[src/rtl/mem_access_if.sv]
// MEM-stage bundle: pipeline-side controls and data plus the data-memory request/busywait bus.
interface mem_access_if;
  logic        mem_read;
  logic        mem_write;
  logic [31:0] aluud;
  logic [31:0] data2;
  logic [2:0]  func3;
  logic        dmem_read;
  logic        dmem_write;
  logic [31:0] dmem_address;
  logic [31:0] dmem_writedata;
  logic [3:0]  dmem_byte_en;
  logic [31:0] dmem_readdata;
  logic        dmem_busywait;
  logic        busywait;
  logic [31:0] load_data;
  logic        mem_fault;
  logic [1:0]  fault_cause;

  modport slave (
    input  mem_read, mem_write, aluud, data2, func3, dmem_readdata, dmem_busywait,
    output dmem_read, dmem_write, dmem_address, dmem_writedata, dmem_byte_en,
           busywait, load_data, mem_fault, fault_cause
  );

  modport master (
    output mem_read, mem_write, aluud, data2, func3, dmem_readdata, dmem_busywait,
    input  dmem_read, dmem_write, dmem_address, dmem_writedata, dmem_byte_en,
           busywait, load_data, mem_fault, fault_cause
  );
endinterface

[src/rtl/mem_access_unit.sv]
// RV32 MEM-stage access unit: sizing, lane alignment, extension, busywait handshake and
// misaligned / illegal / timeout fault reporting.
module mem_access_unit #(
  parameter int unsigned TIMEOUT_CYCLES = 255
) (
  input  logic         clk_i,
  input  logic         rst_i,
  mem_access_if.slave  bus
);

  localparam logic [7:0] TimeoutLast = 8'(TIMEOUT_CYCLES - 1);

  typedef enum logic [1:0] {StIdle, StAccess, StDone} state_e;

  state_e      state_q, state_d;
  logic [7:0]  cnt_q, cnt_d;
  logic        rd_q, rd_d, wr_q, wr_d;
  logic [31:0] addr_q, addr_d;
  logic [31:0] wdata_q, wdata_d;
  logic [3:0]  be_q, be_d;
  logic [1:0]  lane_q, lane_d;
  logic [2:0]  f3_q, f3_d;
  logic [31:0] load_q, load_d;
  logic        fault_q, fault_d;
  logic [1:0]  cause_q, cause_d;

  logic        is_req, legal, misaligned, busywait;
  logic [31:0] st_data;
  logic [3:0]  st_be;
  logic [7:0]  ld_byte;
  logic [15:0] ld_half;
  logic [31:0] ld_ext;

  // Request decode: legality, alignment and store lane placement.
  always_comb begin
    is_req = bus.mem_read | bus.mem_write;
    if (bus.mem_write) legal = bus.func3 inside {3'b000, 3'b001, 3'b010};
    else               legal = bus.func3 inside {3'b000, 3'b001, 3'b010, 3'b100, 3'b101};

    misaligned = 1'b0;
    st_data    = bus.data2;
    st_be      = 4'b1111;
    case (bus.func3[1:0])
      2'b00: begin
        st_data = {4{bus.data2[7:0]}};
        st_be   = 4'b0001 << bus.aluud[1:0];
      end
      2'b01: begin
        misaligned = bus.aluud[0];
        st_data    = {2{bus.data2[15:0]}};
        st_be      = bus.aluud[1] ? 4'b1100 : 4'b0011;
      end
      default: misaligned = |bus.aluud[1:0];
    endcase
  end

  // Load extraction uses the lane and size captured at request time.
  always_comb begin
    ld_byte = bus.dmem_readdata[{lane_q, 3'b000} +: 8];
    ld_half = lane_q[1] ? bus.dmem_readdata[31:16] : bus.dmem_readdata[15:0];
    case (f3_q)
      3'b000:  ld_ext = {{24{ld_byte[7]}}, ld_byte};
      3'b001:  ld_ext = {{16{ld_half[15]}}, ld_half};
      3'b100:  ld_ext = {24'h0, ld_byte};
      3'b101:  ld_ext = {16'h0, ld_half};
      default: ld_ext = bus.dmem_readdata;
    endcase
  end

  always_comb begin
    state_d  = state_q;
    cnt_d    = cnt_q;
    rd_d     = rd_q;
    wr_d     = wr_q;
    addr_d   = addr_q;
    wdata_d  = wdata_q;
    be_d     = be_q;
    lane_d   = lane_q;
    f3_d     = f3_q;
    load_d   = load_q;
    fault_d  = 1'b0;
    cause_d  = cause_q;
    busywait = 1'b0;

    unique case (state_q)
      StIdle: begin
        if (is_req) begin
          if (!legal) begin
            fault_d = 1'b1;
            cause_d = 2'b10;
          end else if (misaligned) begin
            fault_d = 1'b1;
            cause_d = 2'b01;
          end else begin
            busywait = 1'b1;
            rd_d     = ~bus.mem_write;
            wr_d     = bus.mem_write;
            addr_d   = {bus.aluud[31:2], 2'b00};
            be_d     = bus.mem_write ? st_be : 4'b0000;
            wdata_d  = bus.mem_write ? st_data : 32'h0;
            lane_d   = bus.aluud[1:0];
            f3_d     = bus.func3;
            cnt_d    = 8'd0;
            state_d  = StAccess;
          end
        end
      end
      StAccess: begin
        busywait = 1'b1;
        cnt_d    = cnt_q + 8'd1;
        // The memory's busywait is not yet meaningful in the first ACCESS cycle.
        if (cnt_q != 8'd0 && !bus.dmem_busywait) begin
          rd_d    = 1'b0;
          wr_d    = 1'b0;
          if (rd_q) load_d = ld_ext;
          state_d = StDone;
        end else if (cnt_q == TimeoutLast) begin
          rd_d    = 1'b0;
          wr_d    = 1'b0;
          fault_d = 1'b1;
          cause_d = 2'b11;
          state_d = StDone;
        end
      end
      StDone:  state_d = StIdle;
      default: state_d = StIdle;
    endcase
  end

  always_ff @(posedge clk_i) begin
    if (rst_i) begin
      state_q <= StIdle;
      cnt_q   <= 8'd0;
      rd_q    <= 1'b0;
      wr_q    <= 1'b0;
      addr_q  <= 32'h0;
      wdata_q <= 32'h0;
      be_q    <= 4'b0000;
      lane_q  <= 2'b00;
      f3_q    <= 3'b000;
      load_q  <= 32'h0;
      fault_q <= 1'b0;
      cause_q <= 2'b00;
    end else begin
      state_q <= state_d;
      cnt_q   <= cnt_d;
      rd_q    <= rd_d;
      wr_q    <= wr_d;
      addr_q  <= addr_d;
      wdata_q <= wdata_d;
      be_q    <= be_d;
      lane_q  <= lane_d;
      f3_q    <= f3_d;
      load_q  <= load_d;
      fault_q <= fault_d;
      cause_q <= cause_d;
    end
  end

  assign bus.dmem_read      = rd_q;
  assign bus.dmem_write     = wr_q;
  assign bus.dmem_address   = addr_q;
  assign bus.dmem_writedata = wdata_q;
  assign bus.dmem_byte_en   = be_q;
  assign bus.busywait       = busywait;
  assign bus.load_data      = load_q;
  assign bus.mem_fault      = fault_q;
  assign bus.fault_cause    = cause_q;

endmodule

[src/flat_wrapper.sv]
// flat-port wrapper written by rule: the top's interface ports become plain ports
module mem_access_unit_flat 
#(
  parameter int unsigned TIMEOUT_CYCLES = 255
)
  (clk_i, rst_i, bus_mem_read, bus_mem_write, bus_aluud, bus_data2, bus_func3, bus_dmem_readdata, bus_dmem_busywait, bus_dmem_read, bus_dmem_write, bus_dmem_address, bus_dmem_writedata, bus_dmem_byte_en, bus_busywait, bus_load_data, bus_mem_fault, bus_fault_cause);
  mem_access_if bus_i ();
  input  logic clk_i;
  input  logic rst_i;
  input wire logic [$bits(bus_i.mem_read)-1:0] bus_mem_read;
  input wire logic [$bits(bus_i.mem_write)-1:0] bus_mem_write;
  input wire logic [$bits(bus_i.aluud)-1:0] bus_aluud;
  input wire logic [$bits(bus_i.data2)-1:0] bus_data2;
  input wire logic [$bits(bus_i.func3)-1:0] bus_func3;
  input wire logic [$bits(bus_i.dmem_readdata)-1:0] bus_dmem_readdata;
  input wire logic [$bits(bus_i.dmem_busywait)-1:0] bus_dmem_busywait;
  output wire logic [$bits(bus_i.dmem_read)-1:0] bus_dmem_read;
  output wire logic [$bits(bus_i.dmem_write)-1:0] bus_dmem_write;
  output wire logic [$bits(bus_i.dmem_address)-1:0] bus_dmem_address;
  output wire logic [$bits(bus_i.dmem_writedata)-1:0] bus_dmem_writedata;
  output wire logic [$bits(bus_i.dmem_byte_en)-1:0] bus_dmem_byte_en;
  output wire logic [$bits(bus_i.busywait)-1:0] bus_busywait;
  output wire logic [$bits(bus_i.load_data)-1:0] bus_load_data;
  output wire logic [$bits(bus_i.mem_fault)-1:0] bus_mem_fault;
  output wire logic [$bits(bus_i.fault_cause)-1:0] bus_fault_cause;
  assign bus_i.mem_read = bus_mem_read;
  assign bus_i.mem_write = bus_mem_write;
  assign bus_i.aluud = bus_aluud;
  assign bus_i.data2 = bus_data2;
  assign bus_i.func3 = bus_func3;
  assign bus_i.dmem_readdata = bus_dmem_readdata;
  assign bus_i.dmem_busywait = bus_dmem_busywait;
  assign bus_dmem_read = bus_i.dmem_read;
  assign bus_dmem_write = bus_i.dmem_write;
  assign bus_dmem_address = bus_i.dmem_address;
  assign bus_dmem_writedata = bus_i.dmem_writedata;
  assign bus_dmem_byte_en = bus_i.dmem_byte_en;
  assign bus_busywait = bus_i.busywait;
  assign bus_load_data = bus_i.load_data;
  assign bus_mem_fault = bus_i.mem_fault;
  assign bus_fault_cause = bus_i.fault_cause;
  mem_access_unit #(.TIMEOUT_CYCLES(TIMEOUT_CYCLES)) u_core (.clk_i(clk_i), .rst_i(rst_i), .bus(bus_i));
endmodule
[config.mk]
export PLATFORM = sky130hd
export DESIGN_NAME = mem_access_unit_flat
export DESIGN_NICKNAME = d
export VERILOG_FILES = /design/src/rtl/mem_access_if.sv /design/src/rtl/mem_access_unit.sv /design/src/flat_wrapper.sv
export SDC_FILE = /design/constraint.sdc
export NUM_CORES = 1
export LEC_CHECK = 0
export ABC_AREA = 1
export CAP_MARGIN = 20
export CORE_ASPECT_RATIO = 0.5
export CORE_MARGIN = 8
export CORE_UTILIZATION = 25
export DETAILED_ROUTE_END_ITERATION = 6
export HOLD_SLACK_MARGIN = 0.08
export PLACE_DENSITY_LB_ADDON = 0.08
export SYNTH_ARGS = -nofsm -noshare
export SYNTH_HDL_FRONTEND = slang
export SYNTH_SLANG_ARGS = --single-unit
[constraint.sdc]
create_clock -name clk_i -period 1.4 [get_ports clk_i]
set_input_delay 0.28 -clock clk_i [delete_from_list [all_inputs] [get_ports clk_i]]
set_output_delay 0.28 -clock clk_i [all_outputs]
set_load 0.03 [all_outputs]
==> Word level (Yosys, flattened, before mapping) <==
Cells that the tools add are included.
{ "classes": {"n_addsub": 1, "n_eq_ne": 17, "shift": 2, "mux": 45, "n_bitwise": 3, "reduce_logical": 17} }
{ "ops": {"columns": ["operator", "n"], "rows": [
  ["one-hot mux 32 bit (4 select lines)", 1],
  ["one-hot mux 32 bit (2 select lines)", 1],
  ["2-to-1 mux 32 bit", 1],
  ["indexed part select 32 x 6 -> 8 bit", 1],
  ["2-to-1 mux 8 bit", 3],
  ["2-to-1 mux 2 bit", 10],
  ["2-to-1 mux 1 bit", 17],
  ["2-to-1 mux 16 bit", 1],
  ["one-hot mux 8 bit (2 select lines)", 1],
  ["== test 3 bit (second input constant)", 4],
  ["AND reduction 4 bit", 3],
  ["one-hot mux 1 bit (2 select lines)", 5],
  ["AND reduction 5 bit", 2],
  ["adder 8 x 1 -> 8 bit (second input constant)", 1],
  ["== test 8 bit (second input constant)", 1],
  ["2-to-1 mux 4 bit", 2],
  ["one-hot mux 2 bit (2 select lines)", 2],
  ["one-hot mux 4 bit (2 select lines)", 1],
  ["nonzero test 8 bit", 1],
  ["== test 3 x 1 -> 1 bit (second input constant)", 2],
  ["zero test 3 bit", 2],
  ["!= test 2 x 1 -> 1 bit (second input constant)", 3],
  ["nonzero test 5 bit", 1],
  ["== test 2 x 1 -> 1 bit (second input constant)", 2],
  ["14 further kinds", 17]
]} }
{ "totals": {"regBits": 118, "input_bits": 104, "out_inout_bits": 106, "word_cells": 97} }

==> Longest topological paths before layout <==
Gate-level depths: netlist (run 1).
{ "logic_depth": {"word_depth": 6, "ltp_mapped": 11, "ltp_nobuf": 10} }

==> Least setup slack after synthesis (run 1) <==
OpenSTA, ideal clock, no wires.
{ "synth_timing": {"path_kind": "input-to-reg", "startpoint": "in bus_func3[1]", "endpoint": "reg u_core.rd_q (netlist: u_core.bus.dmem_read)", "setup_ns": 0.132, "arrival_ns": 1.416, "required_time_ns": 1.268, "setup_slack_ns": -0.149, "path_stages": 8, "path_buffers": 0, "cell_sequence": "inv_2 > nand2_1 > nand3_1 > nand2_1 > nor2_1 > nand2_1 > nand2_1 > a21oi_1"} }
{ "synth_via": {"elab_chain_cells": 5, "elab_cells_between_ends": 14, "classes_between": "7 x eq/ne; 2 x mux; 5 x reduce/logical"} }
{ "synth_rtl": {"columns": ["element", "line", "rtl"], "rows": [
  ["start, declared", "flat_wrapper.sv:14", "input wire logic [$bits(bus_i.func3)-1:0] bus_func3;"],
  ["== test 3 x 1 -> 1 bit, or another cell as far along", "mem_access_unit.sv:37, mem_access_unit.sv:38", null],
  ["nonzero test 5 bit or nonzero test 3 bit (tied branches)", "mem_access_unit.sv:38, mem_access_unit.sv:37", null],
  ["2-to-1 mux 1 bit", "mem_access_unit.sv:37", "if (bus.mem_write) legal = bus.func3 inside {3'b000, 3'b001, 3'b010};"],
  ["!= test 2 x 1 -> 1 bit (no line)", null, null],
  ["AND reduction 5 bit (no line) (*)", null, null],
  ["end signal, assigned", "mem_access_unit.sv:147", "rd_q <= rd_d;"],
  ["end, declared", "mem_access_unit.sv:17", "logic rd_q, rd_d, wr_q, wr_d;"]
]} }
Mark *: on every way between the ends. The rest lies on a longest branch, timed or not.
A chain may end at the register's enable or synchronous reset.

==> Worst setup path after layout (run 1) <==
{ "layout_timing": {"startpoint": "reg u_core.state_q[1]", "endpoint": "out bus_busywait"} }
{ "layout_via": {"elab_chain_cells": 2, "elab_cells_between_ends": 3, "classes_between": "1 x eq/ne; 1 x mux; 1 x reduce/logical"} }
{ "layout_rtl": {"columns": ["element", "line", "rtl"], "rows": [
  ["start, declared", "mem_access_unit.sv:15", "state_e state_q, state_d;"],
  ["start signal, assigned", "mem_access_unit.sv:132", "state_q <= StIdle;"],
  ["start signal, assigned", "mem_access_unit.sv:145", "state_q <= state_d;"],
  ["== test 2 x 1 -> 1 bit or zero test 2 bit (tied branches)", "mem_access_unit.sv:85", "unique case (state_q)"],
  ["one-hot mux 1 bit (2 select lines) (*)", "mem_access_unit.sv:85", null],
  ["end, declared", "flat_wrapper.sv:22", "output wire logic [$bits(bus_i.busywait)-1:0] bus_busywait;"]
]} }
Marks and branches as above.

==> results of run 1 <==
==> timing repair <==
| action | in CTS | in global routing |
|---|---|---|
| setup buffers | 19 | 4 |
| gates cloned | 12 | 1 |
| pin swaps | 31 | 33 |
| setup endpoints to repair | 151 | 126 |
| gates resized for setup | 327 | 100 |
==> cell families after synthesis <==
group           after synthesis
other cells                   1
simple gates                509
flops                       118
buf+inv                     144
fa+ha+maj                     3
compound gates              122
==> per-layer routing <==
| metal | global-route usage | part of all wire | up-vias |
|---|---|---|---|
| met2 | 0.297 | 0.49 | 164 |
| met5 | 0 | 0 | - |
| met4 | 0.0721 | 0.022 | 0 |
| met1 | 0.211 | 0.43 | 3137 |
| li1 | - | - | 3419 |
| met3 | 0.0489 | 0.063 | 35 |
==> stage by stage <==
stage               hold WS [ps]   util  total power (W)  setup TNS, ps
CTS                          317  0.465           0.0109          -6260
finish                       344  0.473           0.0108          -7580
detailed placement           462  0.397          0.00581         -45570
floorplan                    383      -          0.00463              0
global placement             459  0.397          0.00581         -41870
global route                 358  0.473           0.0113         -16630
==> area by class of cell <==
type                       instances  share of cell area
timing repair buffer             316               0.345
inverter                          91              0.0328
clock buffer                      18              0.0408
clock inverter                    14              0.0186
sequential                       118               0.221
multi-input combinational        636               0.306
tap                              307              0.0357
==> registers in the layout, indices dropped and copies added, names as in the netlist, 2 cells and up <==
register,cells
u_core.bus.fault_cause,2
u_core.bus.dmem_address,30
u_core.bus.load_data,32
u_core.bus.dmem_byte_en,4
u_core.bus.dmem_writedata,32
u_core.f3_q,3
u_core.cnt_q,8
u_core.lane_q,2
u_core.state_q,2
==> layout by cell type, fill, tap and decap left out, types with 31 or more instances in the layout <==
cell type	synthesis	final
buf_12	0	53
buf_4	6	70
clkdlybuf4s15_2	0	42
clkdlybuf4s50_1	0	97
dfxtp_1	118	108
inv_1	82	80
nand2_1	293	247
nand2_2	0	31
nand3_1	96	93
nor2_1	104	75
o21ai_0	57	55
==> power by group <==
group / leakage (nW) / total, W / switching [W] / internal [W]
combinational: 3.55 / 0.00240 / 0.00128 / 0.00112
clock: 0.303 / 0.00482 / 0.00178 / 0.00304
sequential: 0.962 / 0.00361 / 0.000106 / 0.00350
total: 4.81 / 0.0108 / 0.00316 / 0.00766
==> worst min-delay path, stage by stage <==
cell and delay [ps]:
dlygate4sd2_1 280, o21ai_2 80, a21oi_1 100
==> path summary, 6_finish.rpt <==
kind,startpoint,endpoint,slack (ps),cells after the start
max,u_core.state_q[1],bus_busywait,-250,5
min,bus_aluud[0],u_core.lane_q[0],340,3
max reg2reg,u_core.state_q[1],u_core.bus.dmem_address[31],-150,9
min reg2reg,u_core.bus.dmem_address[29],u_core.bus.dmem_address[29],470,2
==> out/metrics.yaml, run 1 <==
status: "finished, violations left"
violations: "negative setup slack"
fmax_mhz: 608
multi_input_comb_area_um2: 3300
yosys.area.top_type: "dfxtp_1"
ys_top_cells_by_area: "dfxtp_1, nand2_1, nand3_1, nor2_1, inv_1"
crit_chain: "nor2_4, nand3_2, nand2_2, nor2_4, buf_12"
dpl.hpwl_um: 17100
n_antenna_cell: 0
fin_cells: 1500
pre_cts_ws_ps: -576
place_congestion: 0.843
synth_ff_type: "dfxtp_1"
synth_area_per_cell_um2: 6.46
die_x_um: 231
fillers: 2282
wl_per_cell_um: 16.6
tritoncts: "done"
critPathMaxStageDelay_ps: 340
area_growth_pct: 85.8
layout.nets: 1287
synth-adder-area-share: 0.00648
hp-class: "input port to flop"
fin_ws_ps: -245
crit_path_frequent_cell: "nor2_4"
ys_seq_elements: 118
htreeDepth: 4
grt_remaining_overflow: 0
drc: 0
hold_viol_final: 0
yosysSeqAreaShare: 0.408
grt_usage: 0.175
numCtsBuffers: 17
synthSimpleGateAreaFrac: 0.361
ant_nets: 0
portBuffers: 207
grt_max_degree: 25
synth_xor_area_frac: 0
synthArstFlopShare: 0
via_per_inst: 4.50
cts_buffer_depth: 2
drtIter0Drc: 395
cp.arrival_ps: 1370
dr_total_vias: 6755
core_region_area_um2: 22800
yosys_warnings: 0
synth_top_family_by_area: "simple AND/OR/NAND/NOR gates"
final.setup_skew_ps: 6.29
cp.required_ps: 1120
grt_pass1_wl_um: 38900
path_max_fanout: 5
dr.pass1.iters: 5
fin_area_um2: 10800
syn_inst: 897
io_pins: 210
die_area_um2: 28600
die_y_um: 124
dp.cells: 1436
powerDensity_nw_per_um2: 1010
crit_type: "flop to primary output"
netlist_area_um2: 5800
critPathBufInv: 1
period_share: 1.18
initial_utilization: 0.254
rsz0062_at_grt: "true"
p_leak_nw: 4.81
end_kind: "primary output"
critPathLaunchType: "flop"
crit_slowest_cell: "dfxtp_2"
root_buffer: "clkbuf_16"
synth.top_cells.by_count: "nand2_1, dfxtp_1, nor2_1"
cap_violations: 0
synth-edff-count: 0
clkSinkCount: 118
yosysMostFrequentCell: "nand2_1"
synth_cell_types: 32
ff_latch_area_um2: 2370
ctsHoldBuffers: 0
synth_compound_area_frac: 0.119
drive_gt1_frac: 0.304
netlist.area_leader.share: 0.408
placed_cell_area_um2: 9050
clock_latency_ps: 440
crit_family: "simple AND/OR/NAND/NOR gates"
grt_antenna_before_repair: 0
grt_pass1_vias: 6866
rows: 39
slew_viol_final: 0
finalSetupViolations: 107
clk_pin_slew_ps: 60
fin_crit_ps: 1650
ir_drop_mv: 0.563
synth.area.mux_share: 0
drt-total-wl_um: 25000
No activity file was read; power rests on OpenSTA's default activity.
==> run 2, diff against run 1 <==
--- a/config.mk
+++ b/config.mk
@@ -6,13 +6,14 @@
 export NUM_CORES = 1
 export LEC_CHECK = 0
 export ABC_AREA = 1
-export CAP_MARGIN = 20
+export CAP_MARGIN = 40
 export CORE_ASPECT_RATIO = 0.5
 export CORE_MARGIN = 8
 export CORE_UTILIZATION = 25
 export DETAILED_ROUTE_END_ITERATION = 6
 export HOLD_SLACK_MARGIN = 0.08
 export PLACE_DENSITY_LB_ADDON = 0.08
+export REMOVE_ABC_BUFFERS = 1
 export SYNTH_ARGS = -nofsm -noshare
 export SYNTH_HDL_FRONTEND = slang
 export SYNTH_SLANG_ARGS = --single-unit
==> run 2 against run 1 <==
Against the previous run:
- the flow still finishes with violations (negative setup slack)
- design area is 3.7% lower
- critical path type is now input port to primary output
- count of clock-buffer cells in the layout is 2 higher
- flip-flop and latch count stayed put
==> out/metrics.yaml, run 2 (same netlist as run 1, synthesis figures left out) <==
fin_area_um2: 10400  # -3.7%
p_sw_w: 0.00302  # -4.4%
cp.required_ps: 1120  # about the same
period_share: 1.13  # -0.0474
grt_usage: 0.166  # -0.00918
io_pins: 210  # unchanged
drive_gt1_frac: 0.265  # -0.0397
mostFrequentLayoutCells: "nand2_1, dfxtp_1, clkdlybuf4s50_1, nand3_1, nor2_1"
cp.arrival_ps: 1300  # -70 ps
rsz0062_at_grt: "true"
hp-class: "input port to flop"
core_region_area_um2: 22800  # unchanged
drtIter0Drc: 288  # -27%
via_per_inst: 4.46  # -0.86%
layout.nets: 1296  # +0.70%
portBuffers: 207  # unchanged
rr_worst_depth: 9  # unchanged
reg2reg_to: "u_core.bus.dmem_writedata[19]"
endpoint: "bus_busywait"
ant_nets: 0  # unchanged
swShare: 0.295  # +0.00270
slew_viol_final: 0  # unchanged
end_kind: "primary output"
die_area_um2: 28600  # unchanged
crit_path_frequent_cell: "nand2_2"
max_slew_margin: 0.592
dpl.hpwl_um: 16700  # -2.5%
fmax_mhz: 633  # +4.2%
p_leak_nw: 4.75  # -1.2%
wl_per_cell_um: 16.0  # -3.7%
cp.depth: 7  # +2
critPathBufInv: 3  # +2
pwr-share-comb: 0.234  # +0.012
crit_family: "buffers and inverters"
cts_buffer_depth: 2  # unchanged
drt-total-wl_um: 24200  # -3.2%
path_max_fanout: 3  # -2
violations: "negative setup slack"
clockPowerShare: 0.414  # -0.031
n_antenna_cell: 0  # unchanged
grt_pass1_vias: 6741  # -1.8%
clock_latency_ps: 430  # about the same
crit_type: "input port to primary output"
powerDensity_nw_per_um2: 988  # -1.7%
tritoncts: "done"
critPathMaxStageDelay_ps: 420  # +80 ps
dr.pass1.iters: 4  # -1
hold_viol_final: 0  # unchanged
ir_drop_mv: 0.592  # +5.2%
rows: 39  # unchanged
crit_chain: "clkdlybuf4s50_1, inv_1, nand2_2, nand3_2, nand2_2, nor2_4, buf_12"
power_frac_seq: 0.351  # +0.018
total_power_w: 0.0102  # -5.3%
final_common_cell: "nand2_1"
area_growth_pct: 78.9
initial_utilization: 0.254  # unchanged
status: "finished, violations left"
ctsHoldBuffers: 0  # unchanged
fin_ws_ps: -179  # +66.4 ps
htreeDepth: 4  # unchanged
die_x_um: 231  # unchanged
internal-power_w: 0.00723  # -5.7%
cap_violations: 0  # unchanged
finalSetupViolations: 77  # -28%
grt_antenna_before_repair: 0  # unchanged
drc: 0  # unchanged
grt_max_degree: 34  # +36%
place_congestion: 0.831  # -1.5%
crit_slowest_cell: "clkdlybuf4s50_1"
critPathLaunchType: "input port"
clkSinkCount: 118  # unchanged
crit_start: "bus_aluud[1]"
fin_crit_ps: 1580  # -66.4 ps
numCtsBuffers: 17  # unchanged
grt_pass1_wl_um: 37200  # -4.3%
reg2reg_from: "u_core.state_q[0]"
grt_remaining_overflow: 0  # unchanged
clk_pin_slew_ps: 50  # about the same
worst_slew_pin_slew_ps: 610
reg2reg_slack_ps: -130  # +20 ps
placed_cell_area_um2: 9080  # +0.26%
setup_tns_ps: -6280  # +1290 ps
final.setup_skew_ps: 6.89  # +0.596 ps
dr_total_vias: 6737  # -0.27%
die_y_um: 124  # unchanged
root_buffer: "clkbuf_16"
[run 2: cell count changes in the layout (fill, tap and decap cells not counted), moves of 4 or more]
| cell | before | now |
|---|---|---|
| nand2_1 | 247 | 283 |
| nand2_2 | 31 | 9 |
| nor2_4 | 22 | 6 |
| nand2_4 | 15 | 1 |
| nor2_1 | 75 | 89 |
| clkdlybuf4s15_2 | 42 | 52 |
| buf_4 | 70 | 78 |
| a21oi_4 | 5 | 0 |
| buf_12 | 53 | 49 |
[run 2: layout make-up]
class	count	area [um2]
well taps	307	384
clock inverters	12	104
repair buffers	325	3720
multi-input cells	636	2980
fillers	2299	12400
clock buffers	20	467
inverters	91	348
flip-flops and latches	118	2370
[run 2: routing by layer]
layer,GRT usage,up-vias,routed length (um)
li1,-,3435,-
met1,0.194,3103,10500
met2,0.285,165,11600
met3,0.0503,34,1530
met4,0.0705,0,510
met5,0,-,0
[run 2: how the worst min path moves through the flow]
| stage | start | endpoint | slack, ps | depth (start not counted) |
|---|---|---|---|---|
| CTS | bus_func3[2] | u_core.f3_q[2] | 350 | 4 |
| detailed placement | u_core.bus.dmem_writedata[12] | u_core.bus.dmem_writedata[12] | 460 | 2 |
| floorplan | rst_i | u_core.bus.dmem_read | 350 | 1 |
| finish | bus_func3[2] | u_core.f3_q[2] | 380 | 4 |
| global route | bus_aluud[27] | u_core.bus.dmem_address[27] | 380 | 3 |
| global placement | u_core.bus.dmem_address[29] | u_core.bus.dmem_address[29] | 460 | 2 |
[run 2: worst min-delay path, cell delays in order]
cell and delay, ps:
dlygate4sd2_1 260, buf_4 120, nand2_1 50, o21ai_0 60
[run 2: power by group through the flow]
| stage | sequential, W | clock (W) | combinational (W) |
|---|---|---|---|
| 6_report | 0.00360 | 0.00425 | 0.00240 |
| 5_1_grt | 0.00362 | 0.00449 | 0.00260 |
| 4_1_cts | 0.00360 | 0.00437 | 0.00231 |
| 3_5_place_dp | 0.00366 | 0 | 0.00215 |
| 3_3_place_gp | 0.00366 | 0 | 0.00216 |
| 2_1_floorplan | 0.00388 | 0 | 0.000658 |
[run 2: what timing repair did]
action	CTS	global route
cloned	9	3
hold endpoints to repair	0	0
endpoints found under the setup margin	156	125
resized for setup	296	60
pin swaps	10	9
setup buffers	15	4
[run 2: through the flow]
stage	setup WS (ps)	utilization	instances	hold WS, ps
2_1_floorplan	-1070	-	845	349
3_3_place_gp	-520	0.398	1449	458
3_5_place_dp	-596	0.398	1449	462
4_1_cts	-220	0.449	1504	353
5_1_grt	-249	0.455	1509	384
6_report	-179	0.455	1509	377
